`config.mk`:
```
export PLATFORM = sky130hd
export DESIGN_NAME = instruction_fetch_unit
export DESIGN_NICKNAME = d
export VERILOG_FILES = /design/src/rtl/cpu_fetch_pkg.sv /design/src/rtl/fetch_resp_fifo.sv /design/src/rtl/instruction_fetch_unit.sv
export SDC_FILE = /design/constraint.sdc
export NUM_CORES = 1
export LEC_CHECK = 0
export BUFFER_PORTS_ARGS = -buffer_cell sky130_fd_sc_hd__buf_4
export CAP_MARGIN = 20
export CORE_MARGIN = 2
export CORE_UTILIZATION = 45
export DETAILED_ROUTE_END_ITERATION = 8
export PLACE_DENSITY = 0.66
export SLEW_MARGIN = 20
export SYNTH_ARGS = -nofsm -noshare
export SYNTH_HDL_FRONTEND = slang
export SYNTH_HIERARCHICAL = 1
export SYNTH_SLANG_ARGS = --single-unit
```
`constraint.sdc`:
```
create_clock -name clk -period 3.73 [get_ports clk]
set_input_delay 0.746 -clock clk [delete_from_list [all_inputs] [get_ports clk]]
set_output_delay 0.746 -clock clk [all_outputs]
set_load 0.05 [all_outputs]
```
`src/rtl/cpu_fetch_pkg.sv`:
```
// Shared types and constants for the fetch stage.
package cpu_fetch_pkg;

    typedef enum logic [1:0] {
        IDLE  = 2'd0,
        FETCH = 2'd1,
        DRAIN = 2'd2
    } fetch_state_t;

    localparam int unsigned INST_BYTES       = 4;
    localparam logic [31:0] RESET_PC_DEFAULT = 32'h0000_0000;

endpackage

```
`src/rtl/fetch_resp_fifo.sv`:
```
// Small in-order response FIFO; extra-MSB pointers distinguish full from empty.
module fetch_resp_fifo #(
    parameter int unsigned DEPTH = 4,
    parameter int unsigned WIDTH = 32
) (
    input  logic                     clk,
    input  logic                     rst_n,
    input  logic                     clear,
    input  logic                     push,
    input  logic [WIDTH-1:0]         push_data,
    input  logic                     pop,
    output logic [WIDTH-1:0]         head,
    output logic [$clog2(DEPTH):0]   count,
    output logic                     empty,
    output logic                     full
);

    localparam int unsigned AW = $clog2(DEPTH);

    logic [WIDTH-1:0] mem [DEPTH];
    logic [AW:0]      wr_ptr;
    logic [AW:0]      rd_ptr;

    always_ff @(posedge clk or negedge rst_n) begin
        if (!rst_n) begin
            wr_ptr <= '0;
            rd_ptr <= '0;
        end else if (clear) begin
            wr_ptr <= '0;
            rd_ptr <= '0;
        end else begin
            if (push) wr_ptr <= wr_ptr + 1'b1;
            if (pop)  rd_ptr <= rd_ptr + 1'b1;
        end
    end

    always_ff @(posedge clk) begin
        if (push && !clear) mem[wr_ptr[AW-1:0]] <= push_data;
    end

    assign head  = mem[rd_ptr[AW-1:0]];
    assign count = wr_ptr - rd_ptr;
    assign empty = (wr_ptr == rd_ptr);
    assign full  = (wr_ptr[AW] != rd_ptr[AW]) && (wr_ptr[AW-1:0] == rd_ptr[AW-1:0]);

endmodule

```
`src/rtl/instruction_fetch_unit.sv`:
```
// Fetch-stage producer: sequential PC generation, req/gnt imem issue,
// in-order response parking and push into the instruction buffer.
module instruction_fetch_unit
    import cpu_fetch_pkg::*;
#(
    parameter int unsigned           INST_WIDTH      = 32,
    parameter int unsigned           ADDR_WIDTH      = 32,
    parameter int unsigned           MAX_OUTSTANDING = 4,
    parameter logic [ADDR_WIDTH-1:0] RESET_PC        = ADDR_WIDTH'(RESET_PC_DEFAULT)
) (
    input  logic                  clk,
    input  logic                  rst_n,
    input  logic                  fetch_en,
    input  logic                  redirect_valid,
    input  logic [ADDR_WIDTH-1:0] redirect_pc,
    output logic                  imem_req,
    output logic [ADDR_WIDTH-1:0] imem_addr,
    input  logic                  imem_gnt,
    input  logic                  imem_rvalid,
    input  logic [INST_WIDTH-1:0] imem_rdata,
    output logic                  buf_write_en,
    output logic [INST_WIDTH-1:0] buf_data,
    input  logic                  buf_is_full,
    output logic                  buf_flush,
    output logic                  busy
);

    localparam int unsigned CW = $clog2(MAX_OUTSTANDING) + 1;

    fetch_state_t          state_q, state_d;
    logic [ADDR_WIDTH-1:0] pc_q;
    logic [CW-1:0]         outstanding_q;
    logic [CW-1:0]         discard_q;
    logic                  flush_q;

    logic [CW-1:0]         fifo_count;
    logic                  fifo_empty;
    logic                  fifo_full;
    logic                  fifo_push;
    logic                  fifo_pop;
    logic [INST_WIDTH-1:0] fifo_head;

    logic [CW:0]           in_use;
    logic                  grant;
    logic                  resp_ok;
    logic                  unused_pc_bits;

    assign unused_pc_bits = ^redirect_pc[1:0];

    // Words parked in the FIFO still count against the limit, which is what
    // guarantees the FIFO can never overflow.
    assign in_use   = {1'b0, outstanding_q} + {1'b0, fifo_count};
    assign imem_req = (state_q == FETCH) && !redirect_valid
                      && (in_use < (CW + 1)'(MAX_OUTSTANDING));
    assign grant    = imem_req && imem_gnt;

    // A response with nothing outstanding (e.g. straight after reset) is ignored.
    assign resp_ok   = imem_rvalid && (outstanding_q != '0);
    assign fifo_push = resp_ok && !redirect_valid && (discard_q == '0);

    assign buf_write_en = !fifo_empty && !buf_is_full && !redirect_valid;
    assign fifo_pop     = buf_write_en;
    assign buf_data     = fifo_empty ? '0 : fifo_head;

    assign imem_addr = pc_q;
    assign buf_flush = flush_q;
    assign busy      = (state_q != IDLE) || (outstanding_q != '0);

    fetch_resp_fifo #(
        .DEPTH (MAX_OUTSTANDING),
        .WIDTH (INST_WIDTH)
    ) u_resp_fifo (
        .clk       (clk),
        .rst_n     (rst_n),
        .clear     (redirect_valid),
        .push      (fifo_push),
        .push_data (imem_rdata),
        .pop       (fifo_pop),
        .head      (fifo_head),
        .count     (fifo_count),
        .empty     (fifo_empty),
        .full      (fifo_full)
    );

    always_comb begin
        state_d = state_q;
        case (state_q)
            IDLE:    if (fetch_en) state_d = FETCH;
            FETCH:   if (!fetch_en) state_d = DRAIN;
            DRAIN: begin
                if (fetch_en)
                    state_d = FETCH;
                else if ((outstanding_q == '0) && fifo_empty)
                    state_d = IDLE;
            end
            default: state_d = IDLE;
        endcase
    end

    always_ff @(posedge clk or negedge rst_n) begin
        if (!rst_n) begin
            state_q       <= IDLE;
            pc_q          <= RESET_PC;
            outstanding_q <= '0;
            discard_q     <= '0;
            flush_q       <= 1'b0;
        end else begin
            state_q <= state_d;
            flush_q <= redirect_valid;

            case ({grant, resp_ok})
                2'b10:   outstanding_q <= outstanding_q + 1'b1;
                2'b01:   outstanding_q <= outstanding_q - 1'b1;
                default: outstanding_q <= outstanding_q;
            endcase

            // Everything still in flight after this cycle is stale.
            if (redirect_valid)
                discard_q <= outstanding_q - CW'(resp_ok);
            else if (resp_ok && (discard_q != '0))
                discard_q <= discard_q - 1'b1;

            if (redirect_valid)
                pc_q <= {redirect_pc[ADDR_WIDTH-1:2], 2'b00};
            else if (grant)
                pc_q <= pc_q + ADDR_WIDTH'(INST_BYTES);
        end
    end

    a_no_fifo_overflow: assert property (@(posedge clk) disable iff (!rst_n)
        !(fifo_push && fifo_full && !fifo_pop));

    a_no_stray_response: assert property (@(posedge clk) disable iff (!rst_n)
        imem_rvalid |-> (outstanding_q != '0));

endmodule

```
## Yosys cells after proc, flatten, opt, wreduce, memory -nomap -nowiden

Memory sizes are Yosys's and may differ from the RTL's.
Index checks and enable logic that the tools add are counted.

- Bits in writable memories: 128
- Output and inout port bits: 68
- Flip-flop bits (word level): 47
- Memories kept: 1
- Input bits: 71
- Logic and storage cells: 70

Memories:

| memory | depth | bits a word | read ports | clocked after Yosys merged registers in | write ports | line | RTL |
|---|---|---|---|---|---|---|---|
| u_resp_fifo.mem | 4 | 32 | 1 | 0 | 1 | fetch_resp_fifo.sv:20 | `logic [WIDTH-1:0] mem [DEPTH];` |

- Equal/unequal tests: 8
- Magnitude comparators: 1
- Muxes and demuxes: 17
- Add/sub/neg operators: 9
- Reduce and logical (&&, ||, !) cells: 27

Operator list:

| operator | number |
|---|---|
| 32-bit two-way mux | 3 |
| 32-bit by 3-bit adder with 32-bit output, second input constant | 1 |
| 3-bit two-way mux | 6 |
| 2-bit nonzero test | 6 |
| 1-bit logical AND | 11 |
| 3-bit by 1-bit adder with 3-bit output, second input constant | 3 |
| 2-bit two-way mux | 4 |
| 3-bit logical NOT | 2 |
| 2-bit one-hot mux with 3 select lines | 1 |
| 3-bit one-hot mux with 2 select lines | 1 |
| 3-bit nonzero test | 2 |
| 3-bit by 1-bit subtractor with 3-bit output, second input constant | 2 |
| 3-bit by 3-bit adder with 4-bit output | 1 |
| 2-bit by 1-bit equality test with 1-bit output, second input constant | 2 |
| 2-bit equality test, second input constant | 2 |
| 4-bit by 3-bit less-than comparator with 1-bit output, second input constant | 1 |
| 2-bit != test, second input constant | 2 |
| 3-bit equality test | 1 |
| 1-bit logical NOT | 3 |
| 3-bit != test, second input constant | 1 |
| 3-bit AND reduction | 1 |
| 3-bit by 1-bit subtractor with 3-bit output | 1 |
| 3-bit subtractor | 1 |
| 2-bit logical NOT | 1 |
| other kinds (2) | 3 |

## Depth between registers and ports, before layout

Gate-level depths: netlist of the first run.

- Word-level depth: 7
- Mapped depth: 17
- Depth with buffers taken out: 15

## Modules after synthesis

Netlist of the first run, hierarchy kept.

Modules (own cells, without submodules):

| module | area an instance (um^2) | instances | cells each | sequential area each (um^2) |
|---|---|---|---|---|
| fetch_resp_fifo | 5103.6 | 1 | 211 | 3993.8 |
| instruction_fetch_unit | 2646.3 | 1 | 306 | 975.9 |

## Worst setup path before layout of the first run

No wires, ideal clock.

- Path kind: reg-to-output
- Start: register u_resp_fifo.rd_ptr[1]
- End: output buf_write_en
- Path slack: 192 ps
- Buffers on the path: 3
- Arrival time: 2792 ps
- Data required time: 2984 ps
- Stages on the path, launching flop included: 9
- Cell sequence: dfrtp_1 buf_2 buf_2 inv_1 ha_1 nand2_1 nor2_1 clkbuf_1 nor3_1

- Word-level cells in the longest chain between the ends: 4

Ends and longest elaborated chain:

| element | line | RTL |
|---|---|---|
| from (decl) | fetch_resp_fifo.sv:22 | `logic [AW:0] rd_ptr;` |
| from (signal assigned) | fetch_resp_fifo.sv:33 | `if (pop) rd_ptr <= rd_ptr + 1'b1;` |
| 3-bit equality test | fetch_resp_fifo.sv:43 | `assign empty = (wr_ptr == rd_ptr);` |
| via fifo_empty | instruction_fetch_unit.sv:37 | `logic fifo_empty;` |
| 1-bit logical NOT | instruction_fetch_unit.sv:61 | `assign buf_write_en = !fifo_empty && !buf_is_full && !redirect_valid;` |
| 1-bit logical AND (2 in a row) | instruction_fetch_unit.sv:61 |  |
| to (decl) | instruction_fetch_unit.sv:21 | `output logic buf_write_en,` |

The timed path passes the listed nets, and every way through them passes these cells.

## Final worst setup path of the first run

- Start: register u_resp_fifo.wr_ptr[0]
- End: register outstanding_q[2]

- Word-level cells in the longest chain between the ends: 7
- Elaborated cells on any way between the ends: 9
- Those cells by class: add/sub (2); order compare (1); eq/ne (2); mux (1); reduce/logical (3)

Ends and longest elaborated chain:

| element | line | RTL |
|---|---|---|
| from (decl) | fetch_resp_fifo.sv:21 | `logic [AW:0] wr_ptr;` |
| from (signal assigned) | fetch_resp_fifo.sv:32 | `if (push) wr_ptr <= wr_ptr + 1'b1;` |
| 3-bit subtractor (*) | fetch_resp_fifo.sv:42 | `assign count = wr_ptr - rd_ptr;` |
| via fifo_count[1] | instruction_fetch_unit.sv:36 | `logic [CW-1:0] fifo_count;` |
| 3-bit by 3-bit adder with 4-bit output (*) | instruction_fetch_unit.sv:52 | `assign in_use = {1'b0, outstanding_q} + {1'b0, fifo_count};` |
| 4-bit by 3-bit less-than comparator with 1-bit output (*) | instruction_fetch_unit.sv:54 | `&& (in_use < (CW + 1)'(MAX_OUTSTANDING));` |
| 1-bit logical AND (*) | instruction_fetch_unit.sv:54 |  |
| 1-bit logical AND (*) | instruction_fetch_unit.sv:55 | `assign grant = imem_req && imem_gnt;` |
| 2-bit by 1-bit equality test with 1-bit output / 2-bit equality test (equally long branches) | instruction_fetch_unit.sv:111 | `case ({grant, resp_ok})` |
| 3-bit one-hot mux with 2 select lines / 2-bit nonzero test (equally long branches) | n/a |  |
| to (signal assigned) | instruction_fetch_unit.sv:112 | `2'b10: outstanding_q <= outstanding_q + 1'b1;` |
| to (signal assigned) | instruction_fetch_unit.sv:113 | `2'b01: outstanding_q <= outstanding_q - 1'b1;` |
| to (signal assigned) | instruction_fetch_unit.sv:114 | `default: outstanding_q <= outstanding_q;` |
| to (decl) | instruction_fetch_unit.sv:32 | `logic [CW-1:0] outstanding_q;` |

The timed path passes the listed nets; every way through them passes the cells marked *.
A chain may end at the register's enable or synchronous reset.

==> run metrics, run 1 <==
status complete, no violations; R2R depth 14; worst relative slew slack 44.5%; Switching Power 1370 uW; Clock Pin Slew Worst Setup and Hold Paths 0.07 ns; full die area 18,300 um^2; effective utilization at floorplan 46.4%; IO Count 139; Crit Reg-Reg Endpoint outstanding_q[2]; Die Wd 135 um; R2R Path Start u_resp_fifo/wr_ptr[0]; Crit path required time 4.07 ns; root buf cell clkbuf_16; setup TNS 0 ns; Post-DRT Antenna Nets 0; crit path time final 3.49 ns; CP Capture Type register; share of layout cells above drive strength 1 33.4%; Power Density 501 nW/um^2; Vias 4,787; Least-Margin Pin Slew 0.826 ns; initial detailed-routing violation count 269; Num Clock Sinks 173; r2r setup slk 0.24 ns; CP Class register to register; setup violators final 0; Synth Area per Inst 15.0 um^2; Int Pwr 3410 uW; CP Launch Point u_resp_fifo/wr_ptr[0]; synth warn 6; vias per inst 5.39; vias in the first global route 4,844; Post-CTS Resized 0; first-pass GRT wire length 25,300 um; Synth Instances 516; antenna violations before repair 0; fillers 1,392; Slowest-stage cell, CP dfrtp_1; core area 16,700 um^2; clk_skew 0.00899 ns; 1st-pass router iterations 4; fin util 57.0%; Min-Delay Path Class input port to asynchronous set/reset pin; gr usage total 18.6%; die height 135 um; Area growth, synth to finish 23.0%; clock latency on the worst-skew pair 0.43 ns; CTS Buffer Depth 2; crit path max fanout 15; hold_buf cts 0; maximum vdd drop 0.000364 V; largest net degree at the start of global routing 46; residual DRC count 0; WP depth 14; n_diodes 0; Worst Setup EP outstanding_q[2]; grt total ovfl 0; sequential power share 47.1%; Inst Count DP 857; Final Hold Fails 0; CP peak stage delay 0.42 ns; Site Rows 47; CTS Buf Count 17; Net Sw Frac 28.7%; final instance count without filler cells 888; maxcap violations 0; FMAX 286 MHz; Final GP Congestion 0.835; Cell Area, Synth 7740 um^2; Port Buffer Count 134; postcts setup bufs 0; CP top delay family adder cells; period utilization 93.7%; htree depth 4; fin nets 744; worst-path cell chain inv_1, ha_1, inv_1, fa_1, ha_1, nand3_1, and4_1, inv_1, ha_1, inv_1, fa_1, xor2_1, nor2_1, xor2_1; CTS tree done; Worst Path Buf+Inv 4; Slew Limit Fails 0; final wirelength 16,100 um; RSZ-0062 raised after global routing false; drt wl/cell 18.2 um; post-DP HPWL 10,500 um; Combinational Power Share 17.4%; worst hold slack 0.322 ns; Worst Path Arrival 3.84 ns; leakage power 0.00360 uW; type of origin of the critical path register; Clock Power Share 35.5%; CP dominant cell by count inv_1
## sequential cells by signal, summed over array words and instances, names as in the netlist
signal / flops
u_resp_fifo/rd_ptr: 3
outstanding_q: 3
u_resp_fifo/wr_ptr: 3
u_resp_fifo/mem: 128
state_q: 2
buf_flush: 1
discard_q: 3
imem_addr: 30
## how the worst min path moves through the flow
| stage | start | endpoint | depth (start not counted) |
|---|---|---|---|
| after floorplan | rst_n | buf_flush | 0 |
| final | rst_n | imem_addr[8] | 1 |
| after global placement | state_q[1] | state_q[0] | 1 |
| after detailed placement | outstanding_q[0] | outstanding_q[0] | 1 |
| after global routing | rst_n | imem_addr[30] | 1 |
| after CTS | rst_n | imem_addr[8] | 1 |
## layout make-up
cell class / instances / area [um^2] / area share [%]
sequential: 173 / 4970 / 52.2
inverter: 18 / 67.6 / 0.709
tap: 220 / 275 / 2.89
multi-input combinational: 298 / 2540 / 26.7
clock buffer: 18 / 429 / 4.51
timing repair buffer: 148 / 1110 / 11.7
clock inverter: 13 / 131 / 1.38
## layout by cell type, fill, tap and decap left out, drive strengths merged, types with 7 or more instances in the layout
cell type and instances:
buf 148, clkbuf 18, dfrtp 45, edfxtp 128, ha 15, inv 25, mux2i 12, mux4 32
nand2 40, nand3 13, nand4 11, nor2 15, nor2b 35, nor3 9, nor4 7, o21ai 19
xnor2 12, xor2 7
## metal layers
layer  share of wire (%)  vias up  global-route usage, %
met2                  50      155                   31.0
met5                   0        -                      0
li1                    -     2238                      -
met4                 1.9        0                   6.89
met1                  41     2370                   22.6
met3                 7.6       24                   6.21
## power by group through the flow
stage	combinational [uW]	clock [uW]	sequential [uW]
3_3_place_gp	813	0	2280
5_1_grt	906	1810	2260
3_5_place_dp	840	0	2290
2_1_floorplan	438	0	2390
4_1_cts	845	1730	2250
6_report	833	1690	2250
## through the flow
step	area (um^2)	power, uW	setup slack [ns]
global placement	8960	3100	0.443
finish	9530	4770	0.235
floorplan	7750	2830	0.218
detailed placement	8960	3130	0.316
global route	9530	4980	0.0271
CTS	9530	4830	0.233
Note: power is estimated with default switching activity, not from simulation.
==> run 2: changes to the inputs <==
--- a/config.mk
+++ b/config.mk
@@ -14,5 +14,4 @@
 export SLEW_MARGIN = 20
 export SYNTH_ARGS = -nofsm -noshare
 export SYNTH_HDL_FRONTEND = slang
-export SYNTH_HIERARCHICAL = 1
 export SYNTH_SLANG_ARGS = --single-unit
==> run 2 against run 1 <==
  * Worst setup slack gained 0.20 ns
  * Combinational power is 140% higher
  * Synthesized cell count grew 2.9%
  * Largest power group unchanged
  * Highest routed layer unchanged
==> run metrics, run 2 <==
Slew Limit Fails 0 (unchanged); final wirelength 16,700 um (+3.5%); top-count cell post-synth edfxtp_1; top cell type's share of synthesized area 49.6%; status complete, no violations; setup violators final 0 (unchanged); leakage power 0.00357 uW (-0.98%); fin nets 753 (+1.2%); largest net degree at the start of global routing 46 (unchanged); gr usage total 18.9% (+0.35 points); full die area 18,300 um^2 (about the same); Least-Margin Pin Slew 0.916 ns (+0.0896 ns); Area growth, synth to finish 22.8%; post-synth top area cell edfxtp_1; share of layout cells above drive strength 1 32.8% (-0.59 points); fraction of registers with async set/reset 26.0%; n_diodes 0 (unchanged); initial detailed-routing violation count 263 (-2.2%); Post-DRT Antenna Nets 0 (unchanged); Post-CTS Resized 0 (unchanged); period utilization 88.4% (-5.3 points); Net Sw Frac 36.4% (+7.7 points); vias in the first global route 5,030 (+3.8%); number of flip-flops in the largest register 128 (unchanged); Combinational Power Share 33.6% (+16 points); Inst Count DP 866 (+1.1%); Register Area 4970 um^2 (unchanged); Port Buffer Count 134 (unchanged); clock latency on the worst-skew pair 0.42 ns (about the same); clk_skew 0.00969 ns (+0.000703 ns); maximum vdd drop 0.000386 V (+6.1%); Vias 5,041 (+5.3%); synth warn 0 (-6); Multi-input gate area 2570 um^2 (+1.1%); Crit path required time 2.98 ns (-1.09 ns); number of synthesized flops with an enable pin 128; Site Rows 47 (unchanged); Synth Area per Inst 14.6 um^2 (-2.8%); worst hold slack 0.326 ns (+0.00418 ns); Worst Path Arrival 2.55 ns (-1.29 ns); effective utilization at floorplan 46.4% (about the same); final instance count without filler cells 897 (+1.0%); worst relative slew slack 38.9% (-5.6 points); first-pass GRT wire length 26,300 um (+3.9%); CP peak stage delay 0.43 ns (about the same); Int Pwr 3840 uW (+13%); htree depth 4 (unchanged); Die Wd 135 um (about the same); 1st-pass router iterations 5 (+1); CTS Buf Count 17 (unchanged); CP Capture Type output pin; grt total ovfl 0 (unchanged); drt wl/cell 18.6 um (+2.5%); Power Density 635 nW/um^2 (+27%); met1 Use GR 23.6% (+0.94 points); Switching Power 2200 uW (+61%); maxcap violations 0 (unchanged); Min-Delay Path Class input port to asynchronous set/reset pin; Main synth FF type edfxtp_1; routing usage on met2 32.1% (+1.2 points); Clock Pin Slew Worst Setup and Hold Paths 0.07 ns (about the same); antenna violations before repair 0 (unchanged); fillers 1,373 (-1.4%); vias per inst 5.62 (+4.2%); sequential power share 38.7% (-8.4 points); setup TNS 0 ns (unchanged); post-synthesis register bit count 173; Worst Path Buf+Inv 3 (-1); worst-path cell chain inv_1, ha_1, inv_1, fa_1, xor2_1, ha_1, nor4b_4, nand2_1, nor2_1, buf_4; residual DRC count 0 (unchanged); commonest non-fill, non-tap cell in the layout buf_4; Final Hold Fails 0 (unchanged); Final GP Congestion 0.825 (-1.2%); Num Clock Sinks 173 (unchanged); root buf cell clkbuf_16; Global Route met3 Usage 5.72% (-0.49 points); GR peak layer met2; IO Count 139 (unchanged); type of origin of the critical path register; CTS tree done; crit path max fanout 4 (-11); Synth cell types 50; sequential fraction of the synthesis area 64.2%; FMAX 303 MHz (+6.0%); most frequent cells in the layout buf_4, edfxtp_1, nand2_1; Synth Instances 531 (+2.9%); die height 135 um (about the same); CP Class register to output pin; post-DP HPWL 11,100 um (+6.1%); Cell Area, Synth 7750 um^2 (about the same); CP top delay family adder cells; core area 16,700 um^2 (unchanged); RSZ-0062 raised after global routing false; crit path time final 3.30 ns (-0.197 ns); synth cell count leaders edfxtp_1, dfrtp_1, nand2_1, nor2b_1, mux4_2; hold_buf cts 0 (unchanged); postcts setup bufs 0 (unchanged); Clock Power Share 27.7% (-7.8 points); Slowest-stage cell, CP dfrtp_1; CTS Buffer Depth 2 (unchanged); synth top area cells edfxtp_1, dfrtp_1, mux4_2
-- run 2: final timing paths --
path	end	cells after the start	slack [ns]	startpoint
worst min-delay path	imem_addr[5]	1	0.33	rst_n
min in group clk	state_q[1]	2	0.47	fetch_en
worst max register to register	imem_addr[7]	11	0.52	u_resp_fifo.wr_ptr[0]
worst min register to register	state_q[0]	1	0.54	state_q[0]
worst max-delay path	imem_req	10	0.43	u_resp_fifo.wr_ptr[0]
max in group asynchronous	u_resp_fifo.rd_ptr[1]	1	2.97	rst_n
-- run 2: area by class of cell --
type	instances	area share [%]
Clock inverter	14	1.37
Timing Repair Buffer	146	11.5
Inverter	13	0.513
Multi-Input combinational cell	314	27.0
Sequential cell	173	52.3
Clock buffer	17	4.47
Tap cell	220	2.89
-- run 2: through the flow --
step	setup WS, ns	cell area, um^2	utilization, %	power, uW
finish	0.432	9520	57.0	6040
global route	0.234	9520	57.0	6320
CTS	0.406	9520	57.0	6100
detailed placement	0.510	8960	53.6	4430
global placement	0.540	8960	53.6	4400
floorplan	0.0670	7750	-	3820
-- run 2: cell families after synthesis --
kind of cell | count (synthesis) | synth area share, %
flip-flops | 173 | 64.2
other | 1 | 0.0484
AND/OR/NAND/NOR | 173 | 12.1
AO/OA/AOI/OAI | 71 | 6.41
multiplexers | 39 | 10.2
XOR/XNOR | 12 | 1.36
buffers and inverters | 45 | 2.83
adder cells (fa/ha/maj) | 17 | 2.94
-- run 2: layer usage --
layer  vias to the layer above  share of wire [%]
met5                         -                  0
met4                         0                1.4
met3                        22                7.7
met2                       175                 50
met1                      2538                 41
li1                       2306                  -
-- run 2: power by group through the flow --
stage	combinational, uW	clock (uW)	sequential [uW]
6_report	2030	1670	2340
5_1_grt	2180	1780	2360
4_1_cts	2070	1700	2330
3_5_place_dp	2060	0	2370
3_3_place_gp	2030	0	2360
2_1_floorplan	1320	0	2510
==> run 3: changes to the inputs <==
--- a/config.mk
+++ b/config.mk
@@ -7,6 +7,7 @@
 export LEC_CHECK = 0
 export BUFFER_PORTS_ARGS = -buffer_cell sky130_fd_sc_hd__buf_4
 export CAP_MARGIN = 20
+export CORE_ASPECT_RATIO = 0.7
 export CORE_MARGIN = 2
 export CORE_UTILIZATION = 45
 export DETAILED_ROUTE_END_ITERATION = 8
==> run 3 against run 2 <==
  * Worst setup slack worse by 0.017 ns
  * Global-route usage grew 0.63 points
  * Clock skew increased by 0.0035 ns
  * Register-to-register slack got worse by 0.03 ns
  * Cell area shrank 0.29%
  * Count of clock-buffer cells in the layout stayed put
  * Highest routed layer unchanged
  * Flip-flop and latch count unchanged
  * Combinational power is essentially flat
  * Total power is 0.43% higher
==> run metrics, run 3 (same netlist as run 2, synthesis figures left out) <==
Least-Margin Pin Slew 0.988 ns (+0.0722 ns); commonest non-fill, non-tap cell in the layout buf_4; Slew Limit Fails 0 (unchanged); RSZ-0062 raised after global routing false; postcts setup bufs 0 (unchanged); crit path max fanout 4 (unchanged); CP Class register to output pin; share of layout cells above drive strength 1 32.2% (-0.60 points); CP peak stage delay 0.42 ns (about the same); final instance count without filler cells 902 (+0.56%); Switching Power 2270 uW (+3.2%); FMAX 302 MHz (-0.53%); clk_skew 0.0132 ns (+0.00351 ns); Final Hold Fails 0 (unchanged); largest net degree at the start of global routing 46 (unchanged); setup TNS 0 ns (unchanged); Clock Pin Slew Worst Setup and Hold Paths 0.07 ns (about the same); crit path time final 3.32 ns (+0.0175 ns); CP top delay family adder cells; Crit Reg-Reg Endpoint imem_addr[31]; r2r setup slk 0.49 ns (-0.03 ns); root buf cell clkbuf_16; Min-Delay Path Class input port to asynchronous set/reset pin; gr usage total 19.5% (+0.63 points); 1st-pass router iterations 5 (unchanged); number of flip-flops in the largest register 128 (unchanged); initial detailed-routing violation count 448 (+70%); leakage power 0.00354 uW (-0.75%); core area 17,000 um^2 (+1.9%); vias per inst 5.49 (-2.3%); Post-DRT Antenna Nets 0 (unchanged); type of origin of the critical path register; CP Capture Type output pin; CTS Buf Count 17 (unchanged); Area growth, synth to finish 22.5%; R2R Path Start u_resp_fifo.wr_ptr[0]; fin nets 746 (-0.93%); Site Rows 40 (-15%); worst-path cell chain inv_1, ha_1, inv_1, fa_1, xor2_1, ha_1, nor4b_4, nand2_1, nor2_1, buf_4; period utilization 88.9% (+0.47 points); CTS tree done; status complete, no violations; hold_buf cts 0 (unchanged); Net Sw Frac 37.4% (+1.0 points); Post-CTS Resized 0 (unchanged); Worst Path Buf+Inv 3 (unchanged); R2R depth 11 (unchanged); first-pass GRT wire length 27,100 um (+3.1%); vias in the first global route 5,034 (+0.080%); Worst Path Arrival 2.57 ns (+0.02 ns); CTS Buffer Depth 2 (unchanged); most frequent cells in the layout buf_4, edfxtp_1, nand2_1; IO Count 139 (unchanged); clock latency on the worst-skew pair 0.43 ns (about the same); worst relative slew slack 34.0% (-4.8 points); Port Buffer Count 134 (unchanged); effective utilization at floorplan 45.5% (-0.86 points); grt total ovfl 0 (unchanged); Power Density 639 nW/um^2 (+0.72%); setup violators final 0 (unchanged); htree depth 4 (unchanged); n_diodes 0 (unchanged); final wirelength 17,100 um (+2.5%); Combinational Power Share 33.4% (-0.2 points); maxcap violations 0 (unchanged); antenna violations before repair 0 (unchanged); drt wl/cell 19.0 um (+1.9%); maximum vdd drop 0.000419 V (+8.5%); Inst Count DP 870 (+0.46%); Clock Power Share 28.0% (+0.3 points); Num Clock Sinks 173 (unchanged); Slowest-stage cell, CP dfrtp_1; full die area 18,300 um^2 (about the same); Int Pwr 3800 uW (-1.2%); Die Wd 161 um (+19%); Vias 4,953 (-1.7%); Final GP Congestion 0.846 (+2.6%); sequential power share 38.6% (about the same); residual DRC count 0 (unchanged); die height 114 um (-16%); post-DP HPWL 10,900 um (-1.7%); Crit path required time 2.98 ns (about the same)
## run 3: changes by cell type in the layout (fill, tap and decap cells not counted)
cell / delta
bufinv_16: -1
clkinv_8: +1
inv_8: +4
clkinv_2: -1
clkinvlp_4: -2
inv_6: -2
clkinv_4: +2
buf_4: -7
## run 3: worst max path at each step
stage | from | to | slack, ns | cells past startpoint
floorplan | u_resp_fifo.rd_ptr[1] | buf_write_en | 0.07 | 8
global placement | u_resp_fifo.wr_ptr[0] | imem_addr[19] | 0.59 | 11
detailed placement | u_resp_fifo.wr_ptr[0] | imem_addr[31] | 0.53 | 12
CTS | u_resp_fifo.wr_ptr[0] | imem_req | 0.36 | 10
global route | u_resp_fifo.wr_ptr[0] | imem_req | 0.26 | 10
finish | u_resp_fifo.wr_ptr[0] | imem_req | 0.41 | 10
## run 3: power by group through the flow
stage	Sequential, uW	Clock, uW	Combinational, uW
after floorplan	2510	0	1320
after global placement	2370	0	2010
after detailed placement	2380	0	2040
after CTS	2340	1740	2050
after global routing	2360	1810	2180
final	2340	1700	2030
## run 3: worst reg2reg max path, delay by kind of cell (launching register included)
family / cells / cell delay (ns)
AO/OA/AOI/OAI: 2 / 0.29
adder cells (fa/ha/maj): 3 / 0.88
AND/OR/NAND/NOR: 3 / 1.15
flip-flops: 1 / 0.42
buffers and inverters: 3 / 0.38
## run 3: per-stage QoR
stage               total power, uW  instance area, um^2  setup WS (ns)  hold slack [ns]  utilization, %
finish                         6070                 9490          0.415            0.322            55.8
global route                   6350                 9490          0.256            0.362            55.8
CTS                            6130                 9490          0.360            0.339            55.8
detailed placement             4420                 8920          0.535            0.535            52.4
global placement               4380                 8920          0.590            0.527            52.4
floorplan                      3820                 7750         0.0670            0.450               -
## run 3: area by class of cell
cell class | instances | area [um^2]
tap | 231 | 289
fill | 1404 | 7530
clock buffer | 17 | 425
inverter | 13 | 48.8
sequential | 173 | 4970
multi-input combinational | 314 | 2570
clock inverter | 15 | 141
timing repair buffer | 139 | 1040
## run 3: metal layers
metal / track usage (%) / routed length (um)
met5: 0 / 0
met4: 5.71 / 115
met3: 5.49 / 1040
met2: 31.0 / 8310
met1: 26.7 / 7640
